**config.mk**
```make
export PLATFORM = sky130hd
export DESIGN_NAME = ce
export DESIGN_NICKNAME = d
export VERILOG_FILES = /design/src/rtl/qspi_ctrl_pkg.sv /design/src/rtl/ce.sv
export SDC_FILE = /design/constraint.sdc
export NUM_CORES = 1
export LEC_CHECK = 0
export BUFFER_PORTS_ARGS = -buffer_cell sky130_fd_sc_hd__buf_4
export CORE_AREA = 2 2 39 41
export DETAILED_ROUTE_END_ITERATION = 12
export DIE_AREA = 0 0 41 43
export PLACE_DENSITY = 0.45
export REMOVE_ABC_BUFFERS = 1
export SYNTH_ARGS = -nofsm -noshare
export SYNTH_HDL_FRONTEND = slang
export SYNTH_SLANG_ARGS = --single-unit
```
**constraint.sdc**
```tcl
create_clock -name clk -period 2.3 [get_ports clk]
set_input_delay 0.46 -clock clk [delete_from_list [all_inputs] [get_ports clk]]
set_output_delay 0.46 -clock clk [all_outputs]
set_load 0.005 [all_outputs]
```
**src/rtl/qspi_ctrl_pkg.sv**
```systemverilog
// Shared definitions for the QSPI controller slice.
// Holds the command-engine state encoding used by ce.
package qspi_ctrl_pkg;

    // Command engine states, 2-bit encoding.
    typedef enum logic [1:0] {
        IDLE   = 2'b00,
        LAUNCH = 2'b01,
        WAIT   = 2'b10,
        DONE   = 2'b11
    } ce_state_t;

endpackage : qspi_ctrl_pkg

```
**src/rtl/ce.sv**
```systemverilog
// Command engine between CSR, QSPI protocol FSM and DMA engine.
// A CSR trigger launches a QSPI transaction (and optionally a DMA transfer),
// acknowledges the trigger with clear_cmd and reports completion of both
// sides with a single cmd_done pulse.
//
// Ports:
//   clk         system clock, rising edge
//   rst         synchronous active-high reset
//   cmd_trigger CSR command request, sampled only in IDLE
//   dma_en      command uses DMA, sampled at trigger acceptance
//   clear_cmd   1-cycle pulse: CSR clears its trigger bit
//   cmd_done    1-cycle pulse: command fully complete
//   busy        high while a command is in progress
//   dma_done    DMA completion pulse
//   dma_start   1-cycle DMA launch pulse
//   done_qspi   QSPI FSM completion pulse
//   start_qspi  1-cycle QSPI launch pulse
module ce
    import qspi_ctrl_pkg::*;
(
    input  logic clk,
    input  logic rst,
    input  logic cmd_trigger,
    input  logic dma_en,
    output logic clear_cmd,
    output logic cmd_done,
    output logic busy,
    input  logic dma_done,
    output logic dma_start,
    input  logic done_qspi,
    output logic start_qspi
);

    ce_state_t state_r;
    ce_state_t next_state_s;

    logic dma_en_q_r;
    logic qspi_seen_r;
    logic dma_seen_r;

    logic next_dma_en_q_s;
    logic next_qspi_seen_s;
    logic next_dma_seen_s;

    logic complete_s;

    logic clear_cmd_r;
    logic cmd_done_r;
    logic busy_r;
    logic dma_start_r;
    logic start_qspi_r;

    // Next-state and sticky-flag logic.
    always_comb begin
        next_state_s     = state_r;
        next_dma_en_q_s  = dma_en_q_r;
        next_qspi_seen_s = qspi_seen_r;
        next_dma_seen_s  = dma_seen_r;
        // Current-cycle done inputs count towards completion.
        complete_s = (qspi_seen_r | done_qspi) &
                     (~dma_en_q_r | dma_seen_r | dma_done);

        case (state_r)
            IDLE: begin
                if (cmd_trigger) begin
                    next_state_s     = LAUNCH;
                    next_dma_en_q_s  = dma_en;
                    next_qspi_seen_s = 1'b0;
                    next_dma_seen_s  = 1'b0;
                end else begin
                    next_state_s = IDLE;
                end
            end
            LAUNCH: begin
                // Done inputs are deliberately not sampled here.
                next_state_s = WAIT;
            end
            WAIT: begin
                next_qspi_seen_s = qspi_seen_r | done_qspi;
                // A DMA completion is meaningless for a non-DMA command.
                next_dma_seen_s  = dma_seen_r | (dma_done & dma_en_q_r);
                if (complete_s) begin
                    next_state_s = DONE;
                end else begin
                    next_state_s = WAIT;
                end
            end
            DONE: begin
                next_state_s = IDLE;
            end
            default: begin
                next_state_s = IDLE;
            end
        endcase
    end

    // State, flag and registered Moore-output update.
    // Outputs are decoded from the next state so they line up with the state.
    always_ff @(posedge clk) begin
        if (rst) begin
            state_r      <= IDLE;
            dma_en_q_r   <= 1'b0;
            qspi_seen_r  <= 1'b0;
            dma_seen_r   <= 1'b0;
            clear_cmd_r  <= 1'b0;
            cmd_done_r   <= 1'b0;
            busy_r       <= 1'b0;
            dma_start_r  <= 1'b0;
            start_qspi_r <= 1'b0;
        end else begin
            state_r      <= next_state_s;
            dma_en_q_r   <= next_dma_en_q_s;
            qspi_seen_r  <= next_qspi_seen_s;
            dma_seen_r   <= next_dma_seen_s;
            clear_cmd_r  <= (next_state_s == LAUNCH);
            start_qspi_r <= (next_state_s == LAUNCH);
            dma_start_r  <= (next_state_s == LAUNCH) & next_dma_en_q_s;
            cmd_done_r   <= (next_state_s == DONE);
            busy_r       <= (next_state_s != IDLE);
        end
    end

    assign clear_cmd  = clear_cmd_r;
    assign cmd_done   = cmd_done_r;
    assign busy       = busy_r;
    assign dma_start  = dma_start_r;
    assign start_qspi = start_qspi_r;

endmodule : ce

```
==> flow_metrics.py, run 1 <==
metrics = {
    "power_and_ir_drop": {
        "power-per-cell-area_nw_per_um2": 764,
        "leakagePower_nw": 0.205,
        "ir_worst_vdd_uv": 284,
        "total_power_after_layout_w": 0.000360,
    },
    "synth": {
        "synth_top_cells_by_area": "sky130_fd_sc_hd__dfxtp_1, sky130_fd_sc_hd__ha_1, sky130_fd_sc_hd__nor3_1",
        "ys.warnings.count": 0,
        "post-synth-top-count-cell": "sky130_fd_sc_hd__dfxtp_1",
        "synth_top_area_share_pct": 49.8,
        "synth-async-reset-ratio_pct": 0,
        "synth_edf_count": 0,
        "yosys.area.top_type": "sky130_fd_sc_hd__dfxtp_1",
        "synth.yosys.seq_area_share_pct": 49.8,
        "mappedNetlistArea_sq_um": 362,
        "synth_common_cells": "sky130_fd_sc_hd__dfxtp_1, sky130_fd_sc_hd__nor2_1, sky130_fd_sc_hd__nor3_1",
        "syn_inst": 38,
        "ys_seq_elements": 9,
        "synth_top_flop_cell": "sky130_fd_sc_hd__dfxtp_1",
        "ys_types": 16,
        "syn_avg_cell_area_sq_um": 9.52,
    },
    "clocking": {
        "cts-root-to-sink-buffers": 2,
        "tritoncts": "done",
        "worstSkewPairLatency_ps": 260,
        "clkSlewWorstSetupHoldPaths_ps": 60,
        "cts_setup_buffers": 0,
        "cts_num_sinks": 9,
        "cts_inserted_buffers": 3,
        "cts_hold_repair.buffers": 0,
        "clock_root_buffer": "sky130_fd_sc_hd__clkbuf_4",
        "post_cts_resize_count": 0,
        "ctsHtreeMaxLevel": 1,
    },
    "setup_path": {
        "crit_path_max_fanout": 5,
        "slowest_stage": "sky130_fd_sc_hd__o41a_1",
        "rr_endpoint": "dma_start",
        "rr_startpoint": "state_r[0]",
        "r2r.worst_path.cells": 5,
        "worst_path_required_ps": 2470,
        "path_cells": "inv_1, ha_1, inv_2, o41a_1, nor4_2",
        "crit_path_end_kind": "register",
        "timing.critical_path.max_delay_family": "compound AO/OA/AOI/OAI gates",
        "critPathBufInv": 2,
        "reg2reg_slack_ps": 850,
        "slowest_delay_ps": 490,
        "setup.worst_path.start_class": "register",
        "critical_path_arrival_ps": 1620,
        "worst_setup_path_type": "register to register",
    },
    "grt": {
        "grt_pass1_vias": 274,
        "gr-total-overflow": 0,
        "grt.busiest_layer": "met2",
        "track_usage_pct": 9.07,
        "first_pass_grt_wire_length_mm": 1.03,
        "grt_start_max_net_pins": 10,
        "grt.met3_usage_pct": 3.14,
        "antenna_found_initial": 0,
        "use_met1_pct": 10.4,
        "grt_use_met2_pct": 12.5,
    },
    "timing": {
        "setup-violations-final": 0,
        "max-slew-margin-rel_pct": 85.5,
        "final.setup_skew_ps": 2.31,
        "worstMarginPinSlew_ps": 212,
        "finalCritPeriodShare_pct": 62.9,
        "hold_violations": 0,
        "max_freq_mhz": 691,
        "rsz0062_at_grt": "false",
        "maxSlewViolCount": 0,
        "min_period_ps": 1450,
        "fin_tns_setup_ps": 0,
    },
    "hold_path": {
        "timing.hold.worst.class": "input pin to register",
        "worst_hold_startpoint": "rst",
        "min_delay_path_depth": 2,
        "hold_path_end": "state_r[1]",
    },
    "run_status": {
        "outcome": "complete, no violations",
    },
    "floorplanning": {
        "placeableCoreArea_sq_um": 1380,
        "ios": 11,
        "dieWidth_um": 41,
        "die_height_um": 43,
        "floorplan.initialDensity_pct": 26.1,
        "die-area_sq_um": 1760,
        "fp-row-count": 14,
    },
    "detailed_routing": {
        "routed-via-count": 279,
        "number_of_search_and_repair_iterations_in_the_first_detailed_routing_pass": 2,
        "vias_per_cell": 4.23,
        "dr.first_iter.drc_count": 6,
        "wl_per_cell_um": 10.1,
        "ant_nets": 0,
        "wirelength_um": 669,
        "drc": 0,
    },
    "cells_and_area": {
        "drive_above_1_share_pct": 30.0,
        "nets": 60,
        "insertedDiodeCount": 0,
        "nFillCells": 145,
        "finish.instance_area_sq_um": 472,
        "area.growth.synth_to_final_pct": 30.4,
        "postLayoutCoreUtil_pct": 34.1,
    },
    "place": {
        "globalplace.congestion": 0.621,
        "numPortBuffers": 10,
        "postPlaceCellArea_sq_um": 445,
        "place.detailed.hpwl_um": 545,
    },
    "flow_run": {
        "drv.max_cap_violation_count": 0,
    },
}
[placed cells by master, fill, tap and decap left out]
cell type                  netlist  final
sky130_fd_sc_hd__clkbuf_1        1      1
sky130_fd_sc_hd__nor4_2          1      1
sky130_fd_sc_hd__ha_1            3      3
sky130_fd_sc_hd__nand2b_1        1      1
sky130_fd_sc_hd__buf_4           1     10
sky130_fd_sc_hd__a21oi_1         3      3
sky130_fd_sc_hd__nor3b_1         1      1
sky130_fd_sc_hd__inv_1           3      3
sky130_fd_sc_hd__nor2_1          5      5
sky130_fd_sc_hd__inv_2           1      1
sky130_fd_sc_hd__dfxtp_1         9      9
sky130_fd_sc_hd__a41oi_1         1      1
sky130_fd_sc_hd__mux2i_1         1      1
sky130_fd_sc_hd__nor3_1          4      4
sky130_fd_sc_hd__clkbuf_4        0      3
sky130_fd_sc_hd__nand2_1         2      2
sky130_fd_sc_hd__o41a_1          1      1
[cell type report]
cell class	count	area (sq um)	share of cell area (%)
Clock buffer	4	26.3	5.57
Inverter	4	15.0	3.18
Multi-Input combinational cell	23	155	32.9
Sequential cell	9	180	38.2
Tap cell	16	20.0	4.24
Timing Repair Buffer	10	75.1	15.9
[flip-flops by register name, indices dropped and copies added, names as in the netlist]
| register | cells |
|---|---|
| state_r | 2 |
| busy | 1 |
| cmd_done | 1 |
| dma_en_q_r | 1 |
| dma_seen_r | 1 |
| dma_start | 1 |
| qspi_seen_r | 1 |
| start_qspi | 1 |
[how the worst max path moves through the flow]
stage	endpoint	from	cells after the start
after detailed placement	dma_start	state_r[0]	5
final	dma_start	state_r[0]	5
after CTS	dma_start	state_r[0]	5
after global placement	dma_start	state_r[0]	5
after floorplan	dma_start	state_r[0]	5
after global routing	dma_start	state_r[0]	5
[cell families after synthesis]
family	after synthesis	synth area share [%]
AO/OA/AOI/OAI	5	9.69
adder cells (fa/ha/maj)	3	10.4
buffers and inverters	6	7.26
flip-flops	9	49.8
multiplexers	1	2.77
AND/OR/NAND/NOR	14	20.1
[routing by layer]
| layer | share of wire [%] | wire length [um] | vias to the layer above |
|---|---|---|---|
| li1 | - | - | 150 |
| met1 | 43 | 286 | 122 |
| met2 | 51 | 344 | 7 |
| met3 | 5.7 | 38 | 0 |
| met4 | 0 | 0 | 0 |
| met5 | 0 | 0 | - |
[metrics by stage]
stage	setup slack (ps)	cells	hold slack, ps
6_report	854	66	430
5_1_grt	730	66	434
4_1_cts	832	66	427
3_5_place_dp	844	62	531
3_3_place_gp	865	62	515
2_1_floorplan	950	36	495
[power breakdown]
part	leakage [nW]	total (W)	internal [W]	switching, W
clock network	0.0150	0.000122	0.0000668	0.0000547
registers	0.0736	0.000172	0.000168	0.00000465
logic	0.116	0.0000665	0.0000318	0.0000347
(Power assumes the default switching activity.)
==> run 2: changes to the inputs <==
- clock period: 2.3 -> 1.4 ns (I/O delays scaled with it)
==> flow_metrics.py, run 2 (same netlist as run 1, synthesis figures left out) <==
metrics = {
    "timing": {
        "rsz0062_at_grt": "false",
        "maxSlewViolCount": 0,
        "final.setup_skew_ps": 3.72,
        "fin_tns_setup_ps": 0,
        "worstMarginPinSlew_ps": 218,
        "max_freq_mhz": 776,
        "max-slew-margin-rel_pct": 85.0,
        "finalCritPeriodShare_pct": 92.1,
        "hold_violations": 0,
        "min_period_ps": 1290,
        "post-route-worst-setup-slack_ps": 111,
        "setup-violations-final": 0,
    },
    "cells_and_area": {
        "insertedDiodeCount": 0,
        "max_flop_register": "state_r",
        "nets": 61,
        "drive_above_1_share_pct": 37.3,
        "area.growth.synth_to_final_pct": 34.6,
        "multiInputGateArea_sq_um": 163,
        "final_common_cell": "sky130_fd_sc_hd__buf_4",
        "nFillCells": 145,
        "largest_register_ffs": 2,
        "layout.cells.most_common_list": "sky130_fd_sc_hd__buf_4, sky130_fd_sc_hd__dfxtp_1, sky130_fd_sc_hd__nor2_1",
        "sequential_cell_area_sq_um": 180,
    },
    "grt": {
        "grt_use_met2_pct": 12.2,
        "grt_start_max_net_pins": 10,
        "track_usage_pct": 9.38,
        "use_met1_pct": 10.1,
        "grt.met3_usage_pct": 4.19,
        "antenna_found_initial": 0,
        "first_pass_grt_wire_length_mm": 1.05,
        "grt.busiest_layer": "met2",
        "grt_pass1_vias": 282,
        "gr-total-overflow": 0,
    },
    "power_and_ir_drop": {
        "power-per-cell-area_nw_per_um2": 1210,
        "leakagePower_nw": 0.209,
        "ir_worst_vdd_uv": 468,
    },
    "detailed_routing": {
        "number_of_search_and_repair_iterations_in_the_first_detailed_routing_pass": 1,
        "wl_per_cell_um": 9.75,
        "vias_per_cell": 4.39,
        "drc": 0,
        "ant_nets": 0,
        "wirelength_um": 653,
        "dr.first_iter.drc_count": 0,
        "routed-via-count": 294,
    },
    "floorplanning": {
        "floorplan.initialDensity_pct": 26.1,
        "die_height_um": 43,
        "placeableCoreArea_sq_um": 1380,
        "dieWidth_um": 41,
        "fp-row-count": 14,
        "die-area_sq_um": 1760,
        "ios": 11,
    },
    "setup_path": {
        "reg2reg_slack_ps": 110,
        "setup.worst_path.start_class": "register",
        "timing.critical_path.max_delay_family": "compound AO/OA/AOI/OAI gates",
        "rr_endpoint": "busy",
        "critical_path_arrival_ps": 1470,
        "path_cells": "inv_2, ha_2, inv_2, o41a_1, a21oi_1",
        "timing.critical_path.from": "state_r[0]",
        "worst_path_required_ps": 1580,
        "r2r.worst_path.cells": 5,
        "slowest_stage": "sky130_fd_sc_hd__o41a_1",
        "rr_startpoint": "state_r[0]",
        "crit_path_end_kind": "register",
        "worst_setup_path_type": "register to register",
        "slowest_delay_ps": 480,
        "cp_common_cell": "sky130_fd_sc_hd__inv_2",
        "critPathBufInv": 2,
        "crit_path_max_fanout": 5,
    },
    "place": {
        "globalplace.congestion": 0.599,
        "place.detailed.hpwl_um": 510,
        "placement.setup.worst_slack_ps": 13.8,
        "numPortBuffers": 10,
    },
    "clocking": {
        "ctsHtreeMaxLevel": 1,
        "clkSlewWorstSetupHoldPaths_ps": 60,
        "clock_root_buffer": "sky130_fd_sc_hd__clkbuf_4",
        "tritoncts": "done",
        "cts_setup_buffers": 0,
        "cts_num_sinks": 9,
        "cts-root-to-sink-buffers": 2,
        "cts_hold_repair.buffers": 0,
        "cts_inserted_buffers": 3,
        "worstSkewPairLatency_ps": 250,
    },
    "hold_path": {
        "timing.hold.worst.class": "input pin to register",
        "worst_hold_startpoint": "rst",
        "min_delay_path_depth": 2,
        "hold_path_end": "state_r[1]",
    },
    "flow_run": {
        "drv.max_cap_violation_count": 0,
    },
    "run_status": {
        "outcome": "complete, no violations",
    },
}
## run 2: changes by cell type in the layout (fill, tap and decap cells not counted)
cell,previous run,this run
sky130_fd_sc_hd__inv_1,3,2
sky130_fd_sc_hd__ha_2,0,1
sky130_fd_sc_hd__nor3_1,4,3
sky130_fd_sc_hd__ha_1,3,2
sky130_fd_sc_hd__buf_4,10,11
sky130_fd_sc_hd__inv_2,1,2
sky130_fd_sc_hd__nor3_2,0,1
## run 2: area by class of cell
cell class	instances	share of cell area, %
tap	16	4.11
timing repair buffer	11	17.0
sequential	9	37.0
clock buffer	4	5.40
multi-input combinational	23	33.4
inverter	4	3.08
## run 2: power breakdown
group	switching (W)	total [W]	internal [W]
Combinational	0.0000586	0.000115	0.0000562
Clock	0.0000825	0.000192	0.000109
Sequential	0.00000820	0.000284	0.000275
Total	0.000149	0.000590	0.000441
## run 2: worst max-delay path by stage
stage	endpoint	slack [ps]	cells past startpoint
floorplan	dma_start	50	5
global placement	dma_start	40	5
detailed placement	dma_start	10	5
CTS	dma_start	40	4
global route	busy	10	5
finish	busy	110	5
## run 2: routing by layer
| metal | share of wire, % | up-vias | wire, um |
|---|---|---|---|
| li1 | - | 154 | - |
| met1 | 39 | 131 | 255 |
| met2 | 51 | 7 | 336 |
| met3 | 8.6 | 2 | 56 |
| met4 | 0.77 | 0 | 5 |
| met5 | 0 | - | 0 |
## run 2: per-stage QoR
step / cell area (sq um) / hold WS (ps) / instances / power [W] / util (%)
3_5_place_dp: 453 / 516 / 63 / 0.000402 / 32.7
2_1_floorplan: 350 / 347 / 36 / 0.000351 / -
3_3_place_gp: 453 / 513 / 63 / 0.000401 / 32.7
4_1_cts: 479 / 244 / 67 / 0.000600 / 34.6
5_1_grt: 487 / 256 / 67 / 0.000636 / 35.2
6_report: 487 / 257 / 67 / 0.000590 / 35.2
## run 2: timing repair
action | in CTS | in global routing
pin swaps | 1 | 3
setup endpoints to repair | 1 | 3
hold endpoints to repair | 0 | 0
resized for setup | 0 | 3
